<file path="src/rtl/sparc_control_unit_pkg.sv">
// Shared definitions for the SPARC control unit: state encodings, ALU
// opcodes, datapath mux-select values and the instruction decode helper.
package sparc_control_unit_pkg;

  // Loads and stores share one address-generation state (S_LDSTA). Both
  // compute rs1 + (rs2 | simm13) into MAR, so one state covers them and all
  // sixteen states fit the 4-bit State bus. op3[2] picks the data phase.
  typedef enum logic [3:0] {
    S_RESET = 4'd0,
    S_INIT  = 4'd1,
    S_F0    = 4'd2,
    S_F1    = 4'd3,
    S_DEC   = 4'd4,
    S_ALU   = 4'd5,
    S_SETHI = 4'd6,
    S_LDSTA = 4'd7,
    S_LDM   = 4'd8,
    S_LDW   = 4'd9,
    S_STD   = 4'd10,
    S_STM   = 4'd11,
    S_BR    = 4'd12,
    S_CALL  = 4'd13,
    S_PCU   = 4'd14,
    S_ERROR = 4'd15
  } state_t;

  localparam logic [5:0] OP_ADD    = 6'b000000;
  localparam logic [5:0] OP_PASS_A = 6'b111110;
  localparam logic [5:0] OP_PASS_B = 6'b111111;

  localparam logic [1:0] MB_RF    = 2'b00;
  localparam logic [1:0] MB_IMM   = 2'b01;
  localparam logic [1:0] MB_MUXC  = 2'b10;
  localparam logic [1:0] MB_MDR   = 2'b11;
  localparam logic [1:0] MP_ZERO  = 2'b00;
  localparam logic [1:0] MP_NPC   = 2'b11;
  localparam logic [1:0] MNP_NPC4 = 2'b11;
  localparam logic [1:0] MNP_DISP = 2'b10;
  localparam logic [1:0] MSC_RD   = 2'b00;
  localparam logic [1:0] MSC_R15  = 2'b01;

  localparam logic [1:0] TYPE_WORD = 2'b10;

  // State reached from S_DEC. S_PCU doubles as the "unsupported" target:
  // the instruction is skipped and Illegal is flagged by the caller.
  // For format-2 (op=00) op2 is IR[24:22], i.e. op3[5:3].
  function automatic state_t decode_target(input logic [1:0] op,
                                           input logic [5:0] op3);
    state_t nxt;
    nxt = S_PCU;
    case (op)
      2'b10: if (op3[5:4] == 2'b00) nxt = S_ALU;
      2'b11: if (op3 == 6'b000000 || op3 == 6'b000100) nxt = S_LDSTA;
      2'b00: begin
        if (op3[5:3] == 3'b100)      nxt = S_SETHI;
        else if (op3[5:3] == 3'b010) nxt = S_BR;
      end
      default: nxt = S_CALL;
    endcase
    return nxt;
  endfunction

endpackage

</file>
<file path="src/rtl/sparc_control_unit_if.sv">
// Control-unit <-> datapath bundle.
//   master: the control unit (consumes IR/MOC/BCOND/TCOND, drives strobes)
//   slave : the datapath/memory side
interface sparc_control_unit_if;
  logic [31:0] IR;
  logic        MOC;
  logic        BCOND;
  logic        TCOND;

  logic        IR_Ld, MAR_Ld, MDR_Ld, PC_Ld, NPC_Ld, nPC_Clr;
  logic        RF_Load_Enable, FR_Ld;
  logic        MOV, RW;
  logic [1:0]  Type;
  logic [1:0]  MA, MB, MNP, MP, MSc;
  logic        MC, MM, MSa, MOP;
  logic [5:0]  OpXX;
  logic        Err, Illegal;
  logic [3:0]  State;

  modport master (
    input  IR, MOC, BCOND, TCOND,
    output IR_Ld, MAR_Ld, MDR_Ld, PC_Ld, NPC_Ld, nPC_Clr,
           RF_Load_Enable, FR_Ld, MOV, RW, Type,
           MA, MB, MNP, MP, MSc, MC, MM, MSa, MOP, OpXX,
           Err, Illegal, State
  );

  modport slave (
    output IR, MOC, BCOND, TCOND,
    input  IR_Ld, MAR_Ld, MDR_Ld, PC_Ld, NPC_Ld, nPC_Clr,
           RF_Load_Enable, FR_Ld, MOV, RW, Type,
           MA, MB, MNP, MP, MSc, MC, MM, MSa, MOP, OpXX,
           Err, Illegal, State
  );
endinterface

</file>
<file path="src/rtl/sparc_mem_wait.sv">
// MOC handshake watchdog shared by the three memory-wait states.
//   Clk     : clock, rising edge
//   Clr     : synchronous active-high reset
//   in_wait : the sequencer is in a memory-wait state
//   moc     : memory operation complete
//   timeout : this wait cycle is the last allowed one and MOC is still low
module sparc_mem_wait #(
  parameter int MOC_TIMEOUT = 16,
  parameter int CNT_W       = 5
) (
  input  logic Clk,
  input  logic Clr,
  input  logic in_wait,
  input  logic moc,
  output logic timeout
);

  localparam logic [CNT_W-1:0] LIMIT = CNT_W'(MOC_TIMEOUT);
  localparam logic [CNT_W-1:0] LAST  = CNT_W'(MOC_TIMEOUT - 1);

  logic [CNT_W-1:0] cnt;

  // Held at zero outside the wait states, so every access starts from zero.
  // Counting saturates at the limit instead of wrapping.
  always_ff @(posedge Clk) begin
    if (Clr || !in_wait) begin
      cnt <= '0;
    end else if (!moc && cnt != LIMIT) begin
      cnt <= cnt + CNT_W'(1);
    end
  end

  // MOC in the final cycle still completes the access.
  assign timeout = in_wait && !moc && (cnt == LAST);

endmodule

</file>
<file path="src/rtl/sparc_control_unit.sv">
// Hardwired microsequencer for a SPARC V8 subset (format-3 ALU, SETHI, Bicc,
// CALL, LD, ST). Fetch/decode/execute; drives every datapath strobe.
// Ports:
//   Clk : clock, rising edge
//   Clr : synchronous active-high reset; forces S_RESET, masks strobes/selects
//   bus : sparc_control_unit_if.master (IR, MOC, BCOND, TCOND in; strobes,
//         mux selects, OpXX, Err, Illegal, State out)
// Outputs are decoded from the current state and IR; IR_Ld and MDR_Ld in the
// read-wait states are additionally qualified by MOC in the same cycle.
module sparc_control_unit
  import sparc_control_unit_pkg::*;
#(
  parameter int MOC_TIMEOUT = 16,
  parameter int CNT_W       = 5
) (
  input  logic                     Clk,
  input  logic                     Clr,
  sparc_control_unit_if.master     bus
);

  state_t      state;
  state_t      dec_nxt;
  logic        in_wait;
  logic        timeout;
  logic [1:0]  mb_src;

  logic        ir_ld, mar_ld, mdr_ld, pc_ld, npc_ld, npc_clr;
  logic        rf_we, fr_ld, mov, rw, mm, msa, mop, illegal;
  logic [1:0]  mb, mnp, mp, msc;
  logic [5:0]  opxx;

  // TCOND is reserved, and these IR fields only matter to the datapath.
  logic unused_inputs;
  assign unused_inputs = ^{bus.TCOND, bus.IR[29:25], bus.IR[18:14], bus.IR[12:0]};

  assign in_wait = (state == S_F1) || (state == S_LDM) || (state == S_STM);
  assign dec_nxt = decode_target(bus.IR[31:30], bus.IR[24:19]);
  assign mb_src  = bus.IR[13] ? MB_IMM : MB_RF;

  sparc_mem_wait #(
    .MOC_TIMEOUT (MOC_TIMEOUT),
    .CNT_W       (CNT_W)
  ) u_wait (
    .Clk     (Clk),
    .Clr     (Clr),
    .in_wait (in_wait),
    .moc     (bus.MOC),
    .timeout (timeout)
  );

  always_ff @(posedge Clk) begin
    if (Clr) begin
      state <= S_RESET;
    end else begin
      case (state)
        S_RESET: state <= S_INIT;
        S_INIT:  state <= S_F0;
        S_F0:    state <= S_F1;
        S_F1: begin
          if (bus.MOC)     state <= S_DEC;
          else if (timeout) state <= S_ERROR;
        end
        S_DEC:   state <= dec_nxt;
        S_ALU, S_SETHI, S_LDW: state <= S_PCU;
        // op3[2] separates st (000100) from ld (000000).
        S_LDSTA: state <= bus.IR[21] ? S_STD : S_LDM;
        S_LDM: begin
          if (bus.MOC)     state <= S_LDW;
          else if (timeout) state <= S_ERROR;
        end
        S_STD:   state <= S_STM;
        S_STM: begin
          if (bus.MOC)     state <= S_PCU;
          else if (timeout) state <= S_ERROR;
        end
        S_BR:    state <= bus.BCOND ? S_F0 : S_PCU;
        S_CALL, S_PCU: state <= S_F0;
        S_ERROR: state <= S_ERROR;
        default: state <= S_RESET;
      endcase
    end
  end

  always_comb begin
    ir_ld   = 1'b0;  mar_ld = 1'b0;  mdr_ld = 1'b0;
    pc_ld   = 1'b0;  npc_ld = 1'b0;  npc_clr = 1'b0;
    rf_we   = 1'b0;  fr_ld  = 1'b0;  mov = 1'b0;  rw = 1'b0;
    mm      = 1'b0;  msa    = 1'b0;  mop = 1'b0;  illegal = 1'b0;
    mb      = MB_RF; mnp    = 2'b00; mp  = MP_ZERO; msc = MSC_RD;
    opxx    = OP_ADD;
    if (!Clr) begin
      case (state)
        S_RESET: begin
          pc_ld = 1'b1; mp = MP_ZERO; npc_clr = 1'b1;
        end
        S_INIT: begin
          npc_ld = 1'b1; mnp = MNP_NPC4;
        end
        S_F0: begin
          mb = MB_MUXC; mop = 1'b1; opxx = OP_PASS_B; mar_ld = 1'b1;
        end
        S_F1: begin
          mov = 1'b1; rw = 1'b1; ir_ld = bus.MOC;
        end
        S_DEC: begin
          illegal = (dec_nxt == S_PCU);
        end
        S_ALU: begin
          rf_we = 1'b1; mb = mb_src; fr_ld = bus.IR[23];
        end
        S_SETHI: begin
          mb = MB_IMM; mop = 1'b1; opxx = OP_PASS_B; rf_we = 1'b1;
        end
        S_LDSTA: begin
          mb = mb_src; mop = 1'b1; opxx = OP_ADD; mar_ld = 1'b1;
        end
        S_LDM: begin
          mov = 1'b1; rw = 1'b1; mdr_ld = bus.MOC;
        end
        S_LDW: begin
          mb = MB_MDR; mop = 1'b1; opxx = OP_PASS_B; rf_we = 1'b1;
        end
        S_STD: begin
          msa = 1'b1; mop = 1'b1; opxx = OP_PASS_A; mm = 1'b1; mdr_ld = 1'b1;
        end
        S_STM: begin
          mov = 1'b1;
        end
        S_BR: begin
          if (bus.BCOND) begin
            pc_ld = 1'b1; mp = MP_NPC; npc_ld = 1'b1; mnp = MNP_DISP;
          end
        end
        S_CALL: begin
          // r15 <- PC alongside the taken-branch PC/NPC update.
          msc = MSC_R15; mb = MB_MUXC; mop = 1'b1; opxx = OP_PASS_B;
          rf_we = 1'b1;
          pc_ld = 1'b1; mp = MP_NPC; npc_ld = 1'b1; mnp = MNP_DISP;
        end
        S_PCU: begin
          pc_ld = 1'b1; mp = MP_NPC; npc_ld = 1'b1; mnp = MNP_NPC4;
        end
        default: ;
      endcase
    end
  end

  assign bus.IR_Ld          = ir_ld;
  assign bus.MAR_Ld         = mar_ld;
  assign bus.MDR_Ld         = mdr_ld;
  assign bus.PC_Ld          = pc_ld;
  assign bus.NPC_Ld         = npc_ld;
  assign bus.nPC_Clr        = npc_clr;
  assign bus.RF_Load_Enable = rf_we;
  assign bus.FR_Ld          = fr_ld;
  assign bus.MOV            = mov;
  assign bus.RW             = rw;
  assign bus.Type           = TYPE_WORD;
  // MA and MC never leave their first input in this instruction subset.
  assign bus.MA             = 2'b00;
  assign bus.MC             = 1'b0;
  assign bus.MB             = mb;
  assign bus.MNP            = mnp;
  assign bus.MP             = mp;
  assign bus.MSc            = msc;
  assign bus.MM             = mm;
  assign bus.MSa            = msa;
  assign bus.MOP            = mop;
  assign bus.OpXX           = opxx;
  // Err follows the sticky trap state; Clr clears it at the edge.
  assign bus.Err            = (state == S_ERROR);
  assign bus.Illegal        = illegal;
  assign bus.State          = state;

endmodule

</file>
<file path="src/flat_wrapper.sv">
// flat-port wrapper written by rule: the top's interface ports become plain ports
module sparc_control_unit_flat import sparc_control_unit_pkg::*;
#(
  parameter int MOC_TIMEOUT = 16,
  parameter int CNT_W       = 5
)
  (Clk, Clr, bus_IR, bus_MOC, bus_BCOND, bus_TCOND, bus_IR_Ld, bus_MAR_Ld, bus_MDR_Ld, bus_PC_Ld, bus_NPC_Ld, bus_nPC_Clr, bus_RF_Load_Enable, bus_FR_Ld, bus_MOV, bus_RW, bus_Type, bus_MA, bus_MB, bus_MNP, bus_MP, bus_MSc, bus_MC, bus_MM, bus_MSa, bus_MOP, bus_OpXX, bus_Err, bus_Illegal, bus_State);
  sparc_control_unit_if bus_i ();
  input  logic Clk;
  input  logic Clr;
  input wire logic [$bits(bus_i.IR)-1:0] bus_IR;
  input wire logic [$bits(bus_i.MOC)-1:0] bus_MOC;
  input wire logic [$bits(bus_i.BCOND)-1:0] bus_BCOND;
  input wire logic [$bits(bus_i.TCOND)-1:0] bus_TCOND;
  output wire logic [$bits(bus_i.IR_Ld)-1:0] bus_IR_Ld;
  output wire logic [$bits(bus_i.MAR_Ld)-1:0] bus_MAR_Ld;
  output wire logic [$bits(bus_i.MDR_Ld)-1:0] bus_MDR_Ld;
  output wire logic [$bits(bus_i.PC_Ld)-1:0] bus_PC_Ld;
  output wire logic [$bits(bus_i.NPC_Ld)-1:0] bus_NPC_Ld;
  output wire logic [$bits(bus_i.nPC_Clr)-1:0] bus_nPC_Clr;
  output wire logic [$bits(bus_i.RF_Load_Enable)-1:0] bus_RF_Load_Enable;
  output wire logic [$bits(bus_i.FR_Ld)-1:0] bus_FR_Ld;
  output wire logic [$bits(bus_i.MOV)-1:0] bus_MOV;
  output wire logic [$bits(bus_i.RW)-1:0] bus_RW;
  output wire logic [$bits(bus_i.Type)-1:0] bus_Type;
  output wire logic [$bits(bus_i.MA)-1:0] bus_MA;
  output wire logic [$bits(bus_i.MB)-1:0] bus_MB;
  output wire logic [$bits(bus_i.MNP)-1:0] bus_MNP;
  output wire logic [$bits(bus_i.MP)-1:0] bus_MP;
  output wire logic [$bits(bus_i.MSc)-1:0] bus_MSc;
  output wire logic [$bits(bus_i.MC)-1:0] bus_MC;
  output wire logic [$bits(bus_i.MM)-1:0] bus_MM;
  output wire logic [$bits(bus_i.MSa)-1:0] bus_MSa;
  output wire logic [$bits(bus_i.MOP)-1:0] bus_MOP;
  output wire logic [$bits(bus_i.OpXX)-1:0] bus_OpXX;
  output wire logic [$bits(bus_i.Err)-1:0] bus_Err;
  output wire logic [$bits(bus_i.Illegal)-1:0] bus_Illegal;
  output wire logic [$bits(bus_i.State)-1:0] bus_State;
  assign bus_i.IR = bus_IR;
  assign bus_i.MOC = bus_MOC;
  assign bus_i.BCOND = bus_BCOND;
  assign bus_i.TCOND = bus_TCOND;
  assign bus_IR_Ld = bus_i.IR_Ld;
  assign bus_MAR_Ld = bus_i.MAR_Ld;
  assign bus_MDR_Ld = bus_i.MDR_Ld;
  assign bus_PC_Ld = bus_i.PC_Ld;
  assign bus_NPC_Ld = bus_i.NPC_Ld;
  assign bus_nPC_Clr = bus_i.nPC_Clr;
  assign bus_RF_Load_Enable = bus_i.RF_Load_Enable;
  assign bus_FR_Ld = bus_i.FR_Ld;
  assign bus_MOV = bus_i.MOV;
  assign bus_RW = bus_i.RW;
  assign bus_Type = bus_i.Type;
  assign bus_MA = bus_i.MA;
  assign bus_MB = bus_i.MB;
  assign bus_MNP = bus_i.MNP;
  assign bus_MP = bus_i.MP;
  assign bus_MSc = bus_i.MSc;
  assign bus_MC = bus_i.MC;
  assign bus_MM = bus_i.MM;
  assign bus_MSa = bus_i.MSa;
  assign bus_MOP = bus_i.MOP;
  assign bus_OpXX = bus_i.OpXX;
  assign bus_Err = bus_i.Err;
  assign bus_Illegal = bus_i.Illegal;
  assign bus_State = bus_i.State;
  sparc_control_unit #(.MOC_TIMEOUT(MOC_TIMEOUT), .CNT_W(CNT_W)) u_core (.Clk(Clk), .Clr(Clr), .bus(bus_i));
endmodule
</file>
<file path="config.mk">
export PLATFORM = sky130hd
export DESIGN_NAME = sparc_control_unit_flat
export DESIGN_NICKNAME = d
export VERILOG_FILES = /design/src/rtl/sparc_control_unit_pkg.sv /design/src/rtl/sparc_control_unit_if.sv /design/src/rtl/sparc_mem_wait.sv /design/src/rtl/sparc_control_unit.sv /design/src/flat_wrapper.sv
export SDC_FILE = /design/constraint.sdc
export NUM_CORES = 1
export LEC_CHECK = 0
export CAP_MARGIN = 15
export CORE_ASPECT_RATIO = 0.9
export CORE_MARGIN = 4
export CORE_UTILIZATION = 35
export CTS_CLUSTER_DIAMETER = 120
export DETAILED_ROUTE_END_ITERATION = 10
export PLACE_DENSITY = 0.91
export REMOVE_ABC_BUFFERS = 1
export SYNTH_ARGS = -nofsm -noshare
export SYNTH_HDL_FRONTEND = slang
export SYNTH_SLANG_ARGS = --single-unit
</file>
<file path="constraint.sdc">
create_clock -name Clk -period 2.4 [get_ports Clk]
set_input_delay 0.6 -clock Clk [delete_from_list [all_inputs] [get_ports Clk]]
set_output_delay 0.6 -clock Clk [all_outputs]
set_load 0.01 [all_outputs]
</file>
==> results.py, run 1 <==
metrics = {
    "placement": {
        "dp_hpwl_um": 2550,
        "dp.cells": 258,
        "numPortBuffers": 44,
        "place.gp.congestion": 0.8887,
    },
    "critical_path": {
        "critPathMaxFanout": 2,
        "r2r-start": "u_core.u_wait.cnt[0]$_SDFFE_PP0P_",
        "slowest_stage": "clkdlybuf4s50_1",
        "critPathBufInv": 3,
        "start_kind": "primary input",
        "critPathMaxStageDelay_ns": 0.48,
        "critPathRequiredTime_ns": 1.80,
        "worstPathCellList": "clkdlybuf4s50_1, inv_1, nor4_1, dlygate4sd2_1",
        "criticalPathCategory": "primary input to output pin",
        "cp.arrival_ns": 1.76,
        "crit_family": "buffers and inverters",
        "endpoint_kind": "output pin",
        "reg2regPathDepth": 7,
        "cp_num_cells": 4,
        "rrSetupSlack_ns": 0.69,
        "r2r-end": "u_core.bus.State[3]$_SDFF_PP0_",
    },
    "sta": {
        "setup-violations-final": 0,
        "fmax_mhz": 424.5,
        "hold_viol": 0,
        "maxSlewViolCount": 0,
        "fin_worst_skew_ns": 0.01001,
        "final.setup.tns_ns": 0,
        "finalCriticalPeriod_ns": 2.356,
        "fin_crit_sh_pct": 98.15,
    },
    "global_route": {
        "grt_max_degree": 16,
        "track_usage_pct": 16.42,
        "grt_pass1_vias": 1215,
        "grt_busiest_layer": "met2",
        "grt_overflow": 0,
        "antenna_found_initial": 0,
        "grt_pass1_wl_um": 5154,
        "grt_util_met1_pct": 18.28,
        "use_met3_pct": 3.759,
        "grt.met2_usage_pct": 31.14,
    },
    "synthesis": {
        "synth_edf_count": 0,
        "async_reset_ff_share_pct": 0,
        "yosys_warnings": 0,
        "syn-cell-area_sq_um": 1050,
        "synth_top_area_cell": "dfxtp_1",
        "ys.flop_type": "dfxtp_1",
        "ys_seq_area_share_pct": 17.16,
        "synth_cells": 159,
        "synth_area_leaders": "dfxtp_1 17%, buf_4 9.3%, a21oi_1 8.1%, nor2_1 6.8%, o21ai_0 6.2%",
        "ys_ff_latch": 9,
        "avgSynthCellArea_sq_um": 6.602,
        "synth_cell_type_count": 46,
        "yosysTopAreaCellShare_pct": 17.16,
    },
    "final_layout": {
        "fillCellCount": 246,
        "regArea_sq_um": 190.2,
        "area_delta_synth_final_pct": 65.44,
        "final_common_cell": "buf_4",
        "layout_common_cells": "32 x buf_4, 20 x dlygate4sd2_1, 18 x nor2_1",
        "drive_above_1_share_pct": 28.57,
        "multi_input_area_sq_um": 764.5,
        "diodes": 0,
        "nets": 265,
        "instances_no_fill": 264,
    },
    "cts": {
        "root_buffer": "clkbuf_4",
        "cts_num_sinks": 9,
        "numCtsBuffers": 3,
        "clk_pin_slew_ns": 0.06,
        "clock_path_buffers": 2,
        "cts_hold_buf": 0,
        "htree_levels": 1,
        "clock_latency_ns": 0.26,
        "cts_tree": "built",
    },
    "floorplanning": {
        "die_w_um": 65.73,
        "ios": 75,
        "dieArea_sq_um": 3941,
        "std_cell_rows": 18,
        "die_h_um": 59.96,
        "core_area_sq_um": 2815,
        "start_util_pct": 37.29,
    },
    "drt": {
        "drc": 0,
        "drtIter0Drc": 74,
        "ant_nets": 0,
        "dr.pass1.iters": 4,
        "num_vias": 1339,
        "vias_per_cell": 5.072,
        "wirelength_um": 3238,
        "avgRoutedWirePerCell_um": 12.27,
    },
    "power_and_ir_drop": {
        "switching_share_pct": 30.95,
        "netSwitchingPower_uw": 131.9,
        "power_frac_clock_pct": 26.8,
        "internal_power_uw": 294.4,
        "p_seq_share_pct": 36.4,
        "p_leak_nw": 0.8941,
        "p_comb_share_pct": 36.9,
        "ir_drop_mv": 0.1711,
        "power_density_nw_per_um2": 245.5,
    },
    "min_path": {
        "hp-start": "u_core.u_wait.cnt[4]$_SDFFE_PP0P_",
        "min_to": "u_core.u_wait.cnt[4]$_SDFFE_PP0P_",
        "hold_path_class": "flop to flop",
        "worst_hold_path.num_cells": 2,
    },
    "flow_run": {
        "max_cap_violations": 0,
    },
    "run_status": {
        "outcome": "finished clean",
    },
}
[state kept, by name, indices dropped and copies added, names as in the netlist]
register / cells
u_core.u_wait.cnt: 5
u_core.bus.State: 4
[timing repair]
action / in CTS / in global routing
buffers inserted: 2 / 0
pin swaps: 3 / 4
resized for setup: 53 / 21
setup endpoints to repair: 27 / 9
[power by group through the flow]
stage	clock [mW]	sequential, mW	combinational, mW
3_5_place_dp	0	0.159	0.156
6_report	0.114	0.155	0.157
3_3_place_gp	0	0.159	0.153
4_1_cts	0.117	0.155	0.156
2_1_floorplan	0	0.165	0.0525
5_1_grt	0.129	0.156	0.171
[Yosys cell counts, types with 2 or more instances]
master    count
nor2_1       19
a21oi_1      17
buf_4        13
o21ai_0      13
inv_1        10
nand2_1      10
dfxtp_1       9
buf_2         6
nor3_1        6
nand2b_1      4
nor2b_1       4
and3_1        3
ha_1          3
nor4_1        3
or2_2         3
and2_1        2
clkbuf_1      2
conb_1        2
nand3_1       2
xnor2_1       2
[cell families (layout without fill, tap and decap cells)]
group	after synthesis	count (layout)	share of synthesized area, %
fa+ha+maj	3	3	3.576
mux	1	1	0.9536
compound gates	46	46	27.06
simple gates	64	64	31.59
buf+inv	31	92	16.45
xor+xnor	3	3	2.503
flops	9	9	17.16
other cells	2	6	0.7154
[worst max path at each step]
stage | from | to | slack (ns)
after floorplan | u_core.bus.State[0]$_SDFF_PP0_ | bus_OpXX[1] | -0.005
after global placement | bus_IR[20] | bus_Illegal | -0.57
after detailed placement | bus_IR[20] | bus_Illegal | -0.59
after CTS | bus_IR[20] | bus_Illegal | -0.19
after global routing | bus_IR[20] | bus_Illegal | -0.004
final | bus_MOC | bus_IR_Ld | 0.04
[worst reg2reg max path, delay by kind of cell, from the launching register on]
family | cells | cell delay, ns
AOI/OAI and AO/OA | 3 | 0.49
adders and majority gates | 2 | 0.43
DFF | 1 | 0.34
and+or+nand+nor | 2 | 0.34
[final cells by class]
cell class	count	area share, %
multi-input combinational	123	44.02
timing repair buffer	78	38.47
sequential	9	10.95
tap	40	2.882
inverter	10	2.161
clock buffer	4	1.513
[layer usage]
metal	wire length, um	share of wire [%]	vias to the layer above
met2	1644	51	56
met3	245	7.6	6
li1	-	-	673
met5	0	0	-
met4	49	1.5	0
met1	1298	40	604
[per-stage QoR]
stage / worst slack [ns] / power, mW / hold WS [ns] / cell area [sq um] / utilization, %
after floorplan: -0.005016 / 0.2178 / 0.4727 / 929.6 / -
after global placement: -0.5678 / 0.3119 / 0.4799 / 1660 / 58.98
after detailed placement: -0.5935 / 0.3146 / 0.4920 / 1660 / 58.98
after CTS: -0.1876 / 0.4277 / 0.5005 / 1713 / 60.84
after global routing: -0.003510 / 0.4557 / 0.5139 / 1737 / 61.69
final: 0.04446 / 0.4263 / 0.5017 / 1737 / 61.69
Note: power is estimated with default switching activity, not from simulation.
==> run 2, diff against run 1 <==
- SLEW_MARGIN: unset -> 20
==> results of run 2 <==
The final DEF is identical to that of run 1; final timing and power are the same.
